===== config.mk =====
export PLATFORM = sky130hd
export DESIGN_NAME = spi_slave_param
export DESIGN_NICKNAME = d
export VERILOG_FILES = /design/src/rtl/spi_slave_param.sv
export SDC_FILE = /design/constraint.sdc
export NUM_CORES = 1
export LEC_CHECK = 0
export ABC_AREA = 1
export BUFFER_PORTS_ARGS = -buffer_cell sky130_fd_sc_hd__buf_2
export CAP_MARGIN = 30
export CORE_MARGIN = 1
export CORE_UTILIZATION = 52
export DETAILED_ROUTE_END_ITERATION = 6
export GPL_TIMING_DRIVEN = 0
export PLACE_DENSITY_LB_ADDON = 0.08
export SYNTH_ARGS = -nofsm -noshare
export SYNTH_HDL_FRONTEND = slang
export SYNTH_SLANG_ARGS = --single-unit
export TNS_END_PERCENT = 20

===== constraint.sdc =====
create_clock -name sysclk -period 7.8 [get_ports sysclk]
set_input_delay 1.56 -clock sysclk [delete_from_list [all_inputs] [get_ports sysclk]]
set_output_delay 1.56 -clock sysclk [all_outputs]
set_load 0.1 [all_outputs]

===== src/rtl/spi_slave_param.sv =====
// spi_slave_param: parametrised SPI slave supporting all four CPOL/CPHA modes.
// It receives a cmd/addr/payload frame MSB first on mosi. At the same time it
// shifts a reply frame out on miso, taken from a one-deep valid/ready buffer.
// All pin inputs are resynchronised into the sysclk domain. All decisions are
// made on edges of the synchronised sclk/cs.
//
// Optional build macro SPI_SLAVE_MISO_TRISTATE_EN:
//   defined   -> miso floats (1'bz) whenever the slave is not mid-frame
//   undefined -> miso is driven low in those states
//
// state   | meaning
// --------+---------------------------------------------------------------
// IDLE    | cs high, waiting for a cs falling edge to start a frame
// ACTIVE  | frame in progress, shifting rx/tx on sample/shift edges
// DONE    | one cycle: publish received fields and pulse rx_dv
// WAIT_CS | frame complete (or cs already low at reset), wait for cs high
module spi_slave_param #(
    parameter int CMD_BITS     = 8,
    parameter int ADDR_BITS    = 8,
    parameter int PAYLOAD_BITS = 8,
    parameter int CPOL         = 0,
    parameter int CPHA         = 0,
    parameter int SYNC_STAGES  = 2
) (
    input  logic                                        sysclk,
    input  logic                                        rst_n,
    input  logic                                        sclk,
    input  logic                                        cs,
    input  logic                                        mosi,
    output logic                                        miso,
    input  logic                                        tx_valid,
    output logic                                        tx_ready,
    input  logic [CMD_BITS+ADDR_BITS+PAYLOAD_BITS-1:0]  i_tx_frame,
    output logic [CMD_BITS-1:0]                         o_cmd,
    output logic [ADDR_BITS-1:0]                        o_addr,
    output logic [PAYLOAD_BITS-1:0]                     o_payload,
    output logic                                        rx_dv,
    output logic                                        o_frame_err,
    output logic                                        o_tx_underrun
);

    localparam int FRAME_WIDTH = CMD_BITS + ADDR_BITS + PAYLOAD_BITS;
    localparam int CNT_W       = $clog2(FRAME_WIDTH + 1);
    localparam logic [CNT_W-1:0] LAST_BIT = CNT_W'(FRAME_WIDTH - 1);
    localparam logic IDLE_LVL  = (CPOL != 0);
    localparam logic SHIFT_LEAD = (CPHA != 0);

    localparam logic [1:0] IDLE    = 2'd0;
    localparam logic [1:0] ACTIVE  = 2'd1;
    localparam logic [1:0] DONE    = 2'd2;
    localparam logic [1:0] WAIT_CS = 2'd3;

    logic [1:0]             rst_sync;
    logic                   rst_int_n;
    logic [SYNC_STAGES-1:0] sclk_sync;
    logic [SYNC_STAGES-1:0] cs_sync;
    logic [SYNC_STAGES-1:0] mosi_sync;
    logic                   sclk_s;
    logic                   cs_s;
    logic                   mosi_s;
    logic                   sclk_q;
    logic                   cs_q;
    logic                   lead_edge;
    logic                   trail_edge;
    logic                   sample_edge;
    logic                   shift_edge;
    logic                   cs_fall;

    logic [1:0]             state;
    logic [CNT_W-1:0]       bit_cnt;
    logic [FRAME_WIDTH-1:0] rx_shift;
    logic [FRAME_WIDTH-1:0] tx_shift;
    logic                   miso_q;
    logic                   drive;

    logic                   buf_full;
    logic [FRAME_WIDTH-1:0] buf_data;
    logic                   accept;
    logic                   start;
    logic [FRAME_WIDTH-1:0] start_frame;

    // Reset asserts immediately but is released only on a clock edge.
    always_ff @(posedge sysclk or negedge rst_n) begin
        if (!rst_n) begin
            rst_sync <= 2'b00;
        end else begin
            rst_sync <= {rst_sync[0], 1'b1};
        end
    end

    assign rst_int_n = rst_sync[1];

    // Resynchronise the asynchronous SPI pins. cs resets low on purpose, so a
    // cs that is already low when reset is released does not look like a
    // falling edge; the FSM parks in WAIT_CS instead.
    always_ff @(posedge sysclk or negedge rst_int_n) begin
        if (!rst_int_n) begin
            sclk_sync <= {SYNC_STAGES{IDLE_LVL}};
            cs_sync   <= '0;
            mosi_sync <= '0;
        end else begin
            sclk_sync <= {sclk_sync[SYNC_STAGES-2:0], sclk};
            cs_sync   <= {cs_sync[SYNC_STAGES-2:0], cs};
            mosi_sync <= {mosi_sync[SYNC_STAGES-2:0], mosi};
        end
    end

    assign sclk_s = sclk_sync[SYNC_STAGES-1];
    assign cs_s   = cs_sync[SYNC_STAGES-1];
    assign mosi_s = mosi_sync[SYNC_STAGES-1];

    // Keep the previous synchronised levels for edge detection.
    always_ff @(posedge sysclk or negedge rst_int_n) begin
        if (!rst_int_n) begin
            sclk_q <= IDLE_LVL;
            cs_q   <= 1'b0;
        end else begin
            sclk_q <= sclk_s;
            cs_q   <= cs_s;
        end
    end

    assign lead_edge   = (sclk_q == IDLE_LVL) && (sclk_s != IDLE_LVL);
    assign trail_edge  = (sclk_q != IDLE_LVL) && (sclk_s == IDLE_LVL);
    assign sample_edge = SHIFT_LEAD ? trail_edge : lead_edge;
    assign shift_edge  = SHIFT_LEAD ? lead_edge : trail_edge;
    assign cs_fall     = cs_q && !cs_s;

    assign tx_ready = !buf_full;
    assign accept   = tx_valid && !buf_full;
    assign start    = (state == IDLE) && cs_fall;

    // A frame accepted in the same cycle a frame starts bypasses the buffer.
    assign start_frame = buf_full ? buf_data : (accept ? i_tx_frame : '0);

    // One-deep reply holding buffer; a frame start always leaves it empty.
    always_ff @(posedge sysclk or negedge rst_int_n) begin
        if (!rst_int_n) begin
            buf_full <= 1'b0;
            buf_data <= '0;
        end else if (start) begin
            buf_full <= 1'b0;
        end else if (accept) begin
            buf_full <= 1'b1;
            buf_data <= i_tx_frame;
        end
    end

    // Frame sequencing, rx/tx shifting and the output pulses.
    always_ff @(posedge sysclk or negedge rst_int_n) begin
        if (!rst_int_n) begin
            state         <= IDLE;
            bit_cnt       <= '0;
            rx_shift      <= '0;
            tx_shift      <= '0;
            miso_q        <= 1'b0;
            o_cmd         <= '0;
            o_addr        <= '0;
            o_payload     <= '0;
            rx_dv         <= 1'b0;
            o_frame_err   <= 1'b0;
            o_tx_underrun <= 1'b0;
        end else begin
            rx_dv         <= 1'b0;
            o_frame_err   <= 1'b0;
            o_tx_underrun <= 1'b0;
            case (state)
                IDLE: begin
                    if (cs_fall) begin
                        state         <= ACTIVE;
                        bit_cnt       <= '0;
                        tx_shift      <= start_frame;
                        o_tx_underrun <= !buf_full && !accept;
                        // With CPHA=0 the master samples on the first edge,
                        // so the MSB must already be on the line.
                        miso_q        <= SHIFT_LEAD ? 1'b0 : start_frame[FRAME_WIDTH-1];
                    end else if (!cs_s) begin
                        state <= WAIT_CS;
                    end
                end
                ACTIVE: begin
                    if (cs_s) begin
                        state       <= IDLE;
                        o_frame_err <= 1'b1;
                        miso_q      <= 1'b0;
                    end else if (sample_edge) begin
                        rx_shift <= {rx_shift[FRAME_WIDTH-2:0], mosi_s};
                        bit_cnt  <= bit_cnt + 1'b1;
                        if (bit_cnt == LAST_BIT) begin
                            state  <= DONE;
                            miso_q <= 1'b0;
                        end
                    end else if (shift_edge) begin
                        // CPHA=1 presents the current MSB on the shift edge;
                        // CPHA=0 already showed it, so move to the next bit.
                        miso_q   <= SHIFT_LEAD ? tx_shift[FRAME_WIDTH-1]
                                               : tx_shift[FRAME_WIDTH-2];
                        tx_shift <= {tx_shift[FRAME_WIDTH-2:0], 1'b0};
                    end
                end
                DONE: begin
                    o_cmd     <= rx_shift[FRAME_WIDTH-1 -: CMD_BITS];
                    o_addr    <= rx_shift[ADDR_BITS+PAYLOAD_BITS-1 -: ADDR_BITS];
                    o_payload <= rx_shift[PAYLOAD_BITS-1:0];
                    rx_dv     <= 1'b1;
                    state     <= WAIT_CS;
                end
                default: begin
                    if (cs_s) begin
                        state <= IDLE;
                    end
                end
            endcase
        end
    end

    assign drive = !cs_s && ((state == ACTIVE) || (state == DONE));

`ifdef SPI_SLAVE_MISO_TRISTATE_EN
    assign miso = drive ? miso_q : 1'bz;
`else
    assign miso = drive & miso_q;
`endif

endmodule


Word level (Yosys, flattened, before mapping)
Index checks and enable logic that the tools add are counted.

Flip-flop bits (word level): 117. Bits of input ports: 30.

Add/sub/neg operators: 1. Equality and inequality tests: 13. Muxes and demuxes: 31. Bitwise operators: 5. Reductions and logical operators: 21.

Operators with widths (number): 23-bit two-way mux (4); 24-bit two-way mux (2); 23-bit one-hot mux with 2 select lines (1); 5-bit two-way mux (3); 1-bit two-way mux (12); 2-bit two-way mux (6); 4-bit AND reduction (3); 2-bit inequality test (second input constant) (5); 5-bit one-hot mux with 2 select lines (1); 3-bit inequality test (second input constant) (3); 4-bit inequality test (second input constant) (2); 1-bit logical AND (7); 2-bit one-hot mux with 3 select lines (1); 5-bit by 1-bit adder with 5-bit output (second input constant) (1); 5-bit equality test (second input constant) (1); 5-bit AND reduction (1); 1-bit NOT (4); 2-bit nonzero test (2); 4-bit nonzero test (1); 1-bit zero test (3); 3-bit AND reduction (1); 2-bit by 1-bit equality test with 1-bit output (second input constant) (1); 2-bit equality test (second input constant) (1); 2-bit zero test (1); 4 further kinds (4).

Logic depth before layout (Yosys ltp)
Depth in word-level cells: 6. Depth in mapped cells: 10.

Worst setup path after synthesis
No wires, ideal clock.

Path kind: flip-flop to output port. From: register state[0]. To: output miso. Arrival: 2.015 ns. Required time: 6.240 ns. Path slack: 4.225 ns. Cell stages (with the launch flop): 5. Path buffers: 0. Cells stage by stage: dfrtp_1 -> inv_1 -> ha_1 -> nand2_1 -> nor2_1.

Longest elaborated chain between the ends: 4. Elaborated cells on any way between the ends: 5. Classes of those cells: 2 x eq/ne; 1 x bitwise; 2 x reduce/logical.

Ends and longest elaborated chain: start, declared (RTL line 69) `logic [1:0] state;`; start signal, assigned (RTL line 152) `state <= IDLE;`; start signal, assigned (RTL line 170) `state <= ACTIVE;`; start signal, assigned (RTL line 178) `state <= WAIT_CS;`; 2-bit by 1-bit equality test with 1-bit output or 2-bit equality test (tied branches) (RTL line 217) `assign drive = !cs_s && ((state == ACTIVE) || (state == DONE));`; 1-bit logical OR * (RTL line 217); 1-bit logical AND * (RTL line 217); 1-bit AND * (RTL line 222) `assign miso = drive & miso_q;`; end, declared (RTL line 30) `output logic miso,`.

Mark *: on every way between the ends. The rest lies on a longest branch, timed or not.

Worst setup path after layout
Ends and elaborated chain as after synthesis.

==> metrics.md <==
| Metric | Value |
|---|---|
| Synthesized net count | 644 |
| Cell count after synthesis | 609 |
| Layout cells sized above 1 | 16.69% |
| Top sig layer | met4 |
| RR Startpoint | state[0] |
| Placer's final routability congestion estimate | 0.8652 |
| Register area | 2932 um2 |
| Worst-path cell chain | inv_1 -> ha_1 -> nand2_1 -> nor2_1 -> buf_2 |
| Tightest Pin Transition | 0.5565 ns |
| R2R depth | 7 |
| H-tree depth | 4 |
| Placement row count | 35 |
| Crit Path Category | reg2out |
| Crit. End Element | output pin |
| # setup viols final | 0 |
| WL met1 | 5316 um |
| Slowest CP cell | buf_2 |
| Core footprint | 9328 um2 |
| Gr usage total | 24.55% |
| Total number of vias | 4230 |
| Routed vias/inst | 5.096 |
| Layout Cells excl Fill | 830 |
| Leakage | 3.149 nW |
| PostCTS Resize Cnt | 0 |
| Commonest non-fill, non-tap cell in the layout | nand2_1 |
| Max FO, Critical Path | 4 |
| Placed cells | 798 |
| DR pass1 iterations | 5 |
| Final ANT Viol Nets | 0 |
| Worst EP arrival | 2.00 ns |
| Library cells used by synthesis | 21 |
| Crit path buf inv count | 2 |
| Initial core utilization | 54.30% |
| Sink Count | 117 |
| Filler instances | 821 |
| Hold Path Class | reg2async |
| RSZ-0062 raised after global routing | false |
| Mean Syn Cell Area | 8.317 um2 |
| # hold bufs at CTS | 0 |
| Die Wd | 100.7 um |
| Max Cap Viol | 0 |
| Area grow syn2layout | 21.27% |
| Clock transition at path regs | 0.06 ns |
| Cell Pwr Density | 382.7 nW/um2 |
| Max-slew violation count | 0 |
| Routed Wire Length | 11160 um |
| Largest net degree at the start of global routing | 44 |
| Worst R2R Setup Slack | 5.89 ns |
| Synthesized flop and latch total | 117 |
| Synth warn | 0 |
| Vias in the first global route | 3937 |
| Clock Path Buffers | 2 |
| Critical Path Start Type | register |
| Met3 WL | 718 um |
| DIE HEIGHT | 100.7 um |
| Initial antenna violation count | 0 |
| Drt drc | 0 |
| Postcts setup bufs | 0 |
| CTS buffer count | 17 |
| Setup TNS | 0 ns |
| First-pass GRT wire length | 19090 um |
| Status | finished, final reports clean |
| Port buffer count | 58 |
| Fin crit share | 45.69% |
| Tmin final | 3.564 ns |
| CTS root buffer | clkbuf_8 |
| Final nets | 723 |
| Most frequent cells in the layout | 237 x nand2_1, 116 x dfrtp_1, 73 x buf_2 |
| Final-report hold violation count | 0 |
| Max stage delay on crit path | 0.46 ns |
| DRT iter0 DRCs | 214 |
| Register area share after synthesis | 57.81% |
| WL/cell | 13.45 um |
| Final Core Density | 65.85% |
| Ports | 59 |
| GR Overflow Total | 0 |
| VDD IR-drop max | 0.3588 mV |
| Worst Skew | 0.007968 ns |
| Worst R2R End | o_addr[4] |
| Worst-Skew Late Latency | 0.52 ns |
| Area of the multi-input gates | 1841 um2 |
| Kind of cell adding the most delay to the critical path | buffers and inverters |
| Required time of the critical path | 6.24 ns |
| Slew margin rel. | 62.90% |
| FMAX | 280.6 MHz |
| TritonCTS clock tree | built |
| Diode count | 0 |
| Met2 routed WL | 5035 um |
| DP HPWL | 7550 um |
| Post-Syn Area | 5065 um2 |
| Die area | 10140 um2 |
==> worst max-delay path by stage <==
stage	startpoint	end	slack, ns	cells after the start
floorplan	state[0]	miso	4.23	4
global placement	rst_sync[1]	buf_data[4]	3.04	0
detailed placement	state[0]	miso	4.82	5
CTS	state[0]	miso	4.26	5
global route	state[0]	miso	4.17	5
finish	state[0]	miso	4.24	5
==> layer usage <==
layer,track usage (%),up-vias
met3,6.796,9
met2,35.51,128
met4,7.358,0
met1,36.19,2004
met5,0,-
li1,-,2089
==> cell type report <==
class	count	area share [%]
multi-input cells	422	29.97
repair buffers	60	5.378
well taps	129	2.628
inverters	39	2.383
plain buffers	31	2.444
flip-flops and latches	117	47.73
clock inverters	10	2.098
clock buffers	22	7.374
==> per-stage QoR <==
stage          setup slack (ns)  cell area (um2)  total power, mW  hold slack [ns]
6_report                  4.236             6142            2.351           0.2993
2_1_floorplan             4.225             5065            1.409           0.3312
3_3_place_gp              3.043             5517            1.567           0.3324
5_1_grt                   4.165             6142            2.509           0.3552
3_5_place_dp              4.820             5560            1.591           0.3240
4_1_cts                   4.258             6142            2.362           0.3214
==> report_power, final <==
part | switching (mW) | leakage [nW] | total, mW | internal, mW
Clock | 0.263 | 0.292 | 0.763 | 0.500
Sequential | 0.0813 | 1.53 | 0.833 | 0.751
Combinational | 0.525 | 1.32 | 0.755 | 0.230
Total | 0.869 | 3.15 | 2.35 | 1.48
==> sequential cells by signal (all words and copies together) (netlist names), 2 cells and up <==
signal and count:
state 2, buf_data 24, rst_sync 2, bit_cnt 5
o_cmd 8, sclk_sync 2, mosi_sync 2, o_addr 8
tx_shift 23, cs_sync 2, o_payload 8, rx_shift 24
==> kinds of logic after synthesis <==
| group | after synthesis | synth area share [%] |
|---|---|---|
| buffers and inverters | 70 | 5.855 |
| adders and majority gates | 5 | 1.235 |
| AOI/OAI and AO/OA | 99 | 9.783 |
| DFF | 117 | 57.81 |
| and+or+nand+nor | 317 | 25.25 |
| other | 1 | 0.07404 |
==> synth_stat cells, drive strengths merged <==
library cell	instances	area, um2
buf	21	112.6
nand2	238	895.9
nand3	38	215.2
nand4	1	6.260
inv	39	146.4
a21oi	46	230.2
o21ai	53	265.3
nor3	1	5.000
ha	5	62.56
conb	1	3.750
dfrtp	117	2928
clkbuf	10	37.54
nor2	39	156.4
Power figures use the tool's default switching activity.
